<file path="src/rtl/axis_entry_packer.sv">
// axis_entry_packer
// AXI-Stream ingress adapter for the resizer buffer. Each accepted beat has its
// kept lanes compacted toward lane 0, is encoded into the per-lane
// {last, keep, data} entry format and is queued in a two-entry holding FIFO.
// The FIFO head is offered to the buffer and is held while the buffer reports
// overflow. Beat and packet statistics are counted on the buffer side.
module axis_entry_packer #(
    parameter int S_KEEP_WIDTH    = 3,
    parameter int T_DATA_WIDTH    = 1,
    parameter int BUF_IN_ENTRY_SZ = (2 + T_DATA_WIDTH) * S_KEEP_WIDTH,
    parameter int CNT_WIDTH       = 16
) (
    input  logic                                   clk,
    input  logic                                   rst,
    input  logic                                   s_axis_tvalid,
    output logic                                   s_axis_tready,
    input  logic [S_KEEP_WIDTH*T_DATA_WIDTH-1:0]   s_axis_tdata,
    input  logic [S_KEEP_WIDTH-1:0]                s_axis_tkeep,
    input  logic                                   s_axis_tlast,
    output logic                                   slave_entry_valid,
    output logic [BUF_IN_ENTRY_SZ-1:0]             slave_entry,
    input  logic                                   overflow,
    output logic                                   pkt_open,
    output logic [CNT_WIDTH-1:0]                   pkt_count,
    output logic [CNT_WIDTH-1:0]                   beat_count
);

    localparam int L = T_DATA_WIDTH + 2;

    typedef enum logic [0:0] {
        ST_IDLE = 1'b0,
        ST_BODY = 1'b1
    } state_e;

    state_e                      state_q, state_d;
    logic [1:0]                  cnt_q, cnt_d;
    logic [BUF_IN_ENTRY_SZ-1:0]  slot0_q, slot0_d;
    logic [BUF_IN_ENTRY_SZ-1:0]  slot1_q, slot1_d;
    logic [CNT_WIDTH-1:0]        pkt_count_q, pkt_count_d;
    logic [CNT_WIDTH-1:0]        beat_count_q, beat_count_d;

    logic                        accept;
    logic                        discard;
    logic                        push;
    logic                        pop;
    logic [BUF_IN_ENTRY_SZ-1:0]  packed_entry;

    // Saturating increment shared by both statistics counters.
    function automatic logic [CNT_WIDTH-1:0] sat_inc(input logic [CNT_WIDTH-1:0] v);
        if (&v) begin
            return v;
        end
        return v + CNT_WIDTH'(1);
    endfunction

    // True when any lane of an entry carries the last flag.
    function automatic logic entry_has_last(input logic [BUF_IN_ENTRY_SZ-1:0] e);
        logic r;
        r = 1'b0;
        for (int j = 0; j < S_KEEP_WIDTH; j++) begin
            r = r | e[j*L + T_DATA_WIDTH + 1];
        end
        return r;
    endfunction

    // tready depends only on registers (plus reset) so overflow never reaches it combinationally.
    assign s_axis_tready     = !rst && (cnt_q != 2'd2);
    assign slave_entry_valid = (cnt_q != 2'd0);
    // Data slots are not reset; gating with valid keeps the output at zero while empty.
    assign slave_entry       = slave_entry_valid ? slot0_q : '0;
    assign pkt_open          = (state_q == ST_BODY);
    assign pkt_count         = pkt_count_q;
    assign beat_count        = beat_count_q;

    assign accept  = s_axis_tvalid && s_axis_tready;
    assign discard = (s_axis_tkeep == '0) && !s_axis_tlast;
    assign push    = accept && !discard;
    assign pop     = slave_entry_valid && !overflow;

    // Compact kept lanes to the bottom and encode them; last goes on the top kept lane.
    always_comb begin
        int rank;
        packed_entry = '0;
        rank         = 0;
        for (int i = 0; i < S_KEEP_WIDTH; i++) begin
            if (s_axis_tkeep[i]) begin
                for (int j = 0; j < S_KEEP_WIDTH; j++) begin
                    if (rank == j) begin
                        packed_entry[j*L +: T_DATA_WIDTH] = s_axis_tdata[i*T_DATA_WIDTH +: T_DATA_WIDTH];
                        packed_entry[j*L + T_DATA_WIDTH]  = 1'b1;
                    end
                end
                rank = rank + 1;
            end
        end
        // A null tlast beat still needs a marker, so it lands in lane 0 with keep=0.
        if (s_axis_tlast) begin
            for (int j = 0; j < S_KEEP_WIDTH; j++) begin
                if ((rank == 0 && j == 0) || (rank == j + 1)) begin
                    packed_entry[j*L + T_DATA_WIDTH + 1] = 1'b1;
                end
            end
        end
    end

    // Holding FIFO next state: slot0 is the head, slot1 the second entry.
    always_comb begin
        cnt_d   = cnt_q;
        slot0_d = slot0_q;
        slot1_d = slot1_q;
        if (push && !pop) begin
            cnt_d = cnt_q + 2'd1;
        end else if (pop && !push) begin
            cnt_d = cnt_q - 2'd1;
        end
        if (pop) begin
            // With one entry, a simultaneous push becomes the new head directly.
            if (push && (cnt_q == 2'd1)) begin
                slot0_d = packed_entry;
            end else begin
                slot0_d = slot1_q;
            end
            if (push && (cnt_q == 2'd2)) begin
                slot1_d = packed_entry;
            end
        end else if (push) begin
            if (cnt_q == 2'd0) begin
                slot0_d = packed_entry;
            end else begin
                slot1_d = packed_entry;
            end
        end
    end

    // Packet framing state follows every accepted beat, including discarded null beats.
    always_comb begin
        state_d = state_q;
        if (accept) begin
            state_d = s_axis_tlast ? ST_IDLE : ST_BODY;
        end
    end

    // Statistics advance on each buffer write.
    always_comb begin
        pkt_count_d  = pkt_count_q;
        beat_count_d = beat_count_q;
        if (pop) begin
            beat_count_d = sat_inc(beat_count_q);
            if (entry_has_last(slot0_q)) begin
                pkt_count_d = sat_inc(pkt_count_q);
            end
        end
    end

    // Control state registers with asynchronous reset.
    always_ff @(posedge clk or posedge rst) begin
        if (rst) begin
            state_q      <= ST_IDLE;
            cnt_q        <= 2'd0;
            pkt_count_q  <= '0;
            beat_count_q <= '0;
        end else begin
            state_q      <= state_d;
            cnt_q        <= cnt_d;
            pkt_count_q  <= pkt_count_d;
            beat_count_q <= beat_count_d;
        end
    end

    // FIFO data slots; validity is tracked by cnt_q so they need no reset.
    always_ff @(posedge clk) begin
        slot0_q <= slot0_d;
        slot1_q <= slot1_d;
    end

endmodule

</file>
<file path="config.mk">
export PLATFORM = sky130hd
export DESIGN_NAME = axis_entry_packer
export DESIGN_NICKNAME = d
export VERILOG_FILES = /design/src/rtl/axis_entry_packer.sv
export SDC_FILE = /design/constraint.sdc
export NUM_CORES = 1
export LEC_CHECK = 0
export ABC_CLOCK_PERIOD_IN_PS = 8300
export CAP_MARGIN = 15
export CELL_PAD_IN_SITES_DETAIL_PLACEMENT = 0
export CELL_PAD_IN_SITES_GLOBAL_PLACEMENT = 1
export CORE_MARGIN = 2
export CORE_UTILIZATION = 44
export CTS_CLUSTER_SIZE = 20
export DETAILED_ROUTE_END_ITERATION = 16
export GPL_TIMING_DRIVEN = 0
export PLACE_DENSITY_LB_ADDON = 0.1
export SLEW_MARGIN = 40
export SYNTH_ARGS = -nofsm -noshare
export SYNTH_HDL_FRONTEND = slang
export SYNTH_SLANG_ARGS = --single-unit
</file>
<file path="constraint.sdc">
create_clock -name clk -period 8.3 [get_ports clk]
set_input_delay 2.49 -clock clk [delete_from_list [all_inputs] [get_ports clk]]
set_output_delay 2.49 -clock clk [all_outputs]
set_load 0.005 [all_outputs]
</file>
==> impl_results.md, run 1 <==
- Outcome: finished, final reports clean
- Register area: ~1400 µm²
- Async SR Flop Fraction: 0.660
- Clock-pin slew on the worst setup and hold paths: 0.09 ns
- # Max-Cap Violations: 0
- CTS max path bufs: 2
- Mapped Area: 2730 µm²
- First-pass DRT Iterations: 4
- Largest net degree at the start of global routing: 36
- Top post-synthesis cells by area: dfrtp_1, edfxtp_1, mux2_2, xor2_1, ha_1
- Global-route met2 utilization: 0.252
- Rows: 28
- Pins over their slew limit: 0
- Worst skew pair latency: about 0.3 ns
- Critical-path cell list: clkdlybuf4s50_1, nor2_1, clkdlybuf4s50_1
- TritonCTS clock tree: done
- Cts hold-fix bufs: 0
- GR Util met1: 0.237
- Final net count: 320
- WL final: 5250 µm
- Multi-input logic area: 1270 µm²
- Compound-Gate Fraction of Synth Area: 0.0404
- Min Hold Slack: about 0.5 ns
- Syn_nets: 259
- H-tree levels: 2
- Crit path max-delay family: buffers and inverters
- Grt total ovfl: 0
- Placed insts: 365
- Setup slack after layout: between 2 and 2.5 ns
- EDFF count, synth: 18
- DRT antenna net count: 0
- Post-layout power: 0.961 mW
- Share of the synthesized area in the top cell type: 0.321
- Crit Path Class: in2out
- P&R area growth vs syn: 28.4%
- GR peak layer: met2
- Via/cell ratio: about 5.2
- Post-Syn Instances: around 240
- Global-route wire length before repair: 8690 µm
- Yosys reg bits: 53
- Synth Flop Type: dfrtp_1
- Die height: 82.7 µm
- Yosys top cell by area: dfrtp_1
- Worst slew pin tran: ~0.76 ns
- Setup Buffers After CTS: 0
- Adder-Cell Fraction of Synth Area: 0.0578
- Non-filler instance count after layout: 373
- CTS buffer count: 5
- Post-synthesis simple-gate area fraction: 0.217
- Avg Inst Size Synth: between 10 and 15 µm²
- Critical Path Sink Type: primary output
- Vias in the first global route: ~1.8k
- Iter 0 DRT Violations: 36
- Post-synthesis xor/xnor area fraction: 0.0867
- Met3 global-route usage: 0.0380
- Buf/Inv on CP: 2
- Antenna diode count: 0
- Fin util: 0.588
- Skew final: 0.00281 ns
- Leakage: between 1 and 1.5 nW
- Mux cell area share after synthesis: 0.0615
- Core area: 5960 µm²
- Residual DRC count: 0
- CTS Sinks: 53
- Root Driver: clkbuf_8
- Die width: 82.7 µm
- PwrDens: 274 nW/µm²
- RD Place Congestion: 0.789
- Post_cts resized: 0
- Max VDD drop: roughly 0.16 mV
- Die area: 6850 µm²
- Final Cycle Share: 0.727
- Yosys warning count: 0
- Dpl hpwl: between 3000 and 4000 µm
- Fin crit period: 6.04 ns
- Yosys cell types: 39
- Final instance area: 3500 µm²
- Initial Utilization: 0.458
- Post-place setup slack: 2.27 ns
- Slew headroom: 0.490
- Filler instances: 537
- Top-count cell post-synth: dfrtp_1
- Setup TNS: 0 ns
- Placed Area: 3370 µm²
- Critical path required time: around 5.8 ns
- Via count: approximately 2.0k
- Final setup fails: 0
- Critical Path AT: 3.55 ns
- Hold Fails Final Rpt: 0
- Crit-path max cell delay: 0.50 ns
- Unrepaired setup endpoints after global routing: no
- Gr usage total: 0.165
- CP Launch Type: primary input
- CP Max Fanout: 3
- FMAX: 0.166 GHz
- Seq/Total Area, Yosys: 0.519
- Proportion of layout cells with a drive suffix above 1: 0.111
- Hold Path Class: reg2reg
- Routed wire per std cell: 14.1 µm
- Post-synth top cells: dfrtp_1, edfxtp_1, xor2_1, nand2_1, mux2_2
- I/O pins: 55
- Slowest cell on crit path: clkdlybuf4s50_1
- Main combinational cell family by area after synthesis: simple AND/OR/NAND/NOR gates
- Worst path most repeated cell: clkdlybuf4s50_1
- Buffers added on ports: 54
- Initial antenna violation count: 0
sequential cells by signal, indices dropped and copies added (netlist names):
signal,flops
slot1_q,9
beat_count,16
pkt_open,1
cnt_q,2
pkt_count,16
slot0_q,9
cells by family (layout without fill, tap and decap cells):
| kind of cell | count (synthesis) | after routing |
|---|---|---|
| AOI/OAI and AO/OA | 17 | 17 |
| xor gates and xnor gates | 27 | 27 |
| adders and majority gates | 12 | 12 |
| buffers and inverters | 13 | 75 |
| DFF | 53 | 53 |
| muxes | 15 | 15 |
| and+or+nand+nor | 99 | 99 |
worst min-delay path, cell delays in order, from the launching register on:
cell	delay, ns
dfrtp_1	0.36
nand2_1	0.05
o21ai_0	0.06
cell type report:
class                      instances  share of cell area
inverter                          10              0.0111
buffer                             3             0.00322
clock inverter                     3              0.0186
clock buffer                       5              0.0196
sequential                        53               0.404
multi-input combinational        170               0.362
timing repair buffer              54               0.154
tap                               75              0.0268
routing by layer:
metal  part of all wire  up-vias
li1                   -      979
met5                  0        -
met1               0.50      921
met4              0.013        0
met3              0.038        6
met2               0.45       44
worst paths after layout:
| path | slack [ns] | endpoint | startpoint | cells after the start |
|---|---|---|---|---|
| min in group asynchronous | 2.59 | pkt_open$_DFFE_PP0P_ | rst | 2 |
| worst max-delay path | 2.26 | s_axis_tready | rst | 3 |
| max in group asynchronous | 5.32 | pkt_count[14]$_DFFE_PP0P_ | rst | 2 |
| worst max register to register | 5.65 | slot1_q[0]$_DFFE_PP_ | cnt_q[0]$_DFFE_PP0P_ | 7 |
| worst min register to register | 0.50 | pkt_open$_DFFE_PP0P_ | pkt_open$_DFFE_PP0P_ | 2 |
| worst min-delay path | 0.50 | pkt_open$_DFFE_PP0P_ | pkt_open$_DFFE_PP0P_ | 2 |
where the power goes:
group	total (mW)	switching, mW	internal (mW)
logic	0.340	0.146	0.195
clock network	0.204	0.0843	0.120
registers	0.416	0.0689	0.347
placed cells by master, fill, tap and decap left out, drive strengths merged, types with 5 or more instances in the layout:
| cell type | n |
|---|---|
| a21oi | 5 |
| edfxtp | 18 |
| nor2 | 10 |
| ha | 11 |
| nor3 | 11 |
| xnor2 | 9 |
| nand3 | 13 |
| o21ai | 5 |
| xor2 | 18 |
| mux2 | 14 |
| nor4 | 9 |
| nor2b | 10 |
| inv | 9 |
| nand4 | 12 |
| clkbuf | 7 |
| nand2 | 17 |
| clkdlybuf4s50 | 54 |
| dfrtp | 35 |
Note: power is estimated with default switching activity, not from simulation.
==> run 2: changes to the inputs <==
Settings changed: ABC_CLOCK_PERIOD_IN_PS 8300 to 5220, CORE_UTILIZATION 44 to 36.
Clock period 8.3 ns to 5.22 ns, I/O delays scaled along.
==> run 2 against run 1 <==
Power grew 50%; first-iteration DRC count grew 50%; non-clock buffer count grew 1.
==> impl_results.md, run 2 (synthesis gave the netlist of run 1 again) <==
- Outcome: finished, final reports clean
- TritonCTS clock tree: done
- Residual DRC count: 0 (unchanged)
- Fin crit period: 4.18 ns
- Rows: 31 (+11%)
- Final setup fails: 0 (unchanged)
- Largest net degree at the start of global routing: 26 (-28%)
- Setup TNS: 0 ns (unchanged)
- CP Max Fanout: 3 (unchanged)
- H-tree levels: 2 (unchanged)
- Non-filler instance count after layout: 398 (+6.7%)
- Setup Buffers After CTS: 0 (unchanged)
- Commonest non-fill, non-tap cell in the layout: clkdlybuf4s50_1
- Worst slew pin tran: 0.668 ns (-0.0911 ns)
- Hold Fails Final Rpt: 0 (unchanged)
- Initial antenna violation count: 0 (unchanged)
- RD Place Congestion: 0.766 (-2.9%)
- First-pass DRT Iterations: 4 (unchanged)
- Final instance area: 3510 µm² (+0.25%)
- Worst path most repeated cell: clkdlybuf4s50_1
- PwrDens: 411 nW/µm² (+50%)
- R2R Path End: slot1_q[4]$_DFFE_PP_
- Worst min-delay path startpoint: pkt_open$_DFFE_PP0P_
- Crit-path max cell delay: 0.50 ns (about the same)
- Reg2Reg Depth: 7 (unchanged)
- Critical path required time: 3.65 ns (-2.16 ns)
- Crit Path Class: in2out
- Setup slack after layout: 1.04 ns (-1.22 ns)
- Pins over their slew limit: 0 (unchanged)
- Critical Path AT: 2.61 ns (-0.94 ns)
- Worst R2R Start: cnt_q[0]$_DFFE_PP0P_
- Hold path depth: 2 (unchanged)
- Iter 0 DRT Violations: 54 (+50%)
- Leakage: 1.41 nW (-0.83%)
- Routed wire per std cell: 13.1 µm (-6.7%)
- Worst skew pair latency: 0.31 ns (about the same)
- WL final: 5230 µm (-0.49%)
- Most frequent cells in the layout: clkdlybuf4s50_1, dfrtp_1, xor2_1, edfxtp_1, nand2_1
- FMAX: 0.239 GHz
- Clock-pin slew on the worst setup and hold paths: 0.09 ns (about the same)
- Dpl hpwl: 3920 µm (+1.7%)
- Hold Path Class: reg2reg
- Post-place setup slack: 1.05 ns (-1.23 ns)
- Vias in the first global route: 1880 (+1.8%)
- Slowest cell on crit path: clkdlybuf4s50_1
- Slew headroom: 0.552 (+0.0622)
- CP Launch Type: primary input
- Cts hold-fix bufs: 0 (unchanged)
- Grt total ovfl: 0 (unchanged)
- Critical Path Sink Type: primary output
- Buffers added on ports: 54 (unchanged)
- Via/cell ratio: 4.83 (-7.7%)
- # Max-Cap Violations: 0 (unchanged)
- Via count: 1921 (-1.5%)
- Final net count: 321 (+0.31%)
- DRT antenna net count: 0 (unchanged)
- Unrepaired setup endpoints after global routing: no
- Die area: 8290 µm² (+21%)
- CTS Sinks: 53 (unchanged)
- Critical-path cell list: clkdlybuf4s50_1, nor2_1, clkdlybuf4s50_1
- Max VDD drop: 0.187 mV (+17%)
- Antenna diode count: 0 (unchanged)
- Root Driver: clkbuf_8
- FF-to-FF setup slack: 2.62 ns (-3.03 ns)
- Final Cycle Share: 0.800
- Placed insts: 390 (+6.8%)
- Hold endpoint: pkt_open$_DFFE_PP0P_
- Die width: 91.0 µm (+10%)
- Post_cts resized: 0 (unchanged)
- Global-route wire length before repair: 8790 µm (+1.2%)
- Placed Area: 3420 µm² (+1.5%)
- I/O pins: 55 (unchanged)
- Core area: 7290 µm² (+22%)
- Initial Utilization: 0.374 (-0.0839)
- Die height: 91.0 µm (+10%)
- Proportion of layout cells with a drive suffix above 1: 0.117 (+0.00632)
- CTS max path bufs: 2 (unchanged)
- Gr usage total: 0.131 (-0.0345)
- CTS buffer count: 5 (unchanged)
- Skew final: 0.00963 ns (+0.00682 ns)
- P&R area growth vs syn: 28.7%
run 2: layout make-up:
cell class | instances | area, µm²
Fill cell | 712 | 3780
Sequential cell | 53 | 1420
Multi-Input combinational cell | 170 | 1270
Timing Repair Buffer | 55 | 561
Tap cell | 99 | 124
Clock buffer | 6 | 76.3
Inverter | 10 | 37.5
Clock inverter | 2 | 13.8
Buffer | 3 | 11.3
run 2: per-layer routing:
layer / vias to the layer above / global-route usage / wire length, µm
met5: - / 0 / 0
met4: 0 / 0.0530 / 79
met3: 7 / 0.0307 / 242
met2: 38 / 0.194 / 2190
met1: 890 / 0.184 / 2710
li1: 986 / - / -
run 2: how the worst max path moves through the flow:
stage,startpoint,endpoint,cells past startpoint
after floorplan,rst,slot1_q[0]$_DFFE_PP_,5
after global placement,s_axis_tkeep[0],slot1_q[0]$_DFFE_PP_,7
after detailed placement,rst,s_axis_tready,3
after CTS,rst,s_axis_tready,3
after global routing,rst,s_axis_tready,3
final,rst,s_axis_tready,3
run 2: power breakdown:
| part | leakage, nW | total (mW) | internal (mW) | switching, mW |
|---|---|---|---|---|
| combinational | 0.750 | 0.545 | 0.312 | 0.233 |
| sequential | 0.610 | 0.660 | 0.552 | 0.108 |
| clock | 0.0452 | 0.239 | 0.100 | 0.138 |
run 2: through the flow:
stage	hold slack (ns)	utilization	power (mW)
finish	0.503	0.481	1.44
global route	0.528	0.481	1.55
CTS	0.510	0.481	1.46
detailed placement	0.484	0.469	1.22
global placement	0.479	0.465	1.21
floorplan	0.466	-	0.924
run 2: worst max-delay path: cells and delay by family:
kind                   cells  cell delay [ns]
and+or+nand+nor            1             0.10
buffers and inverters      2             0.94
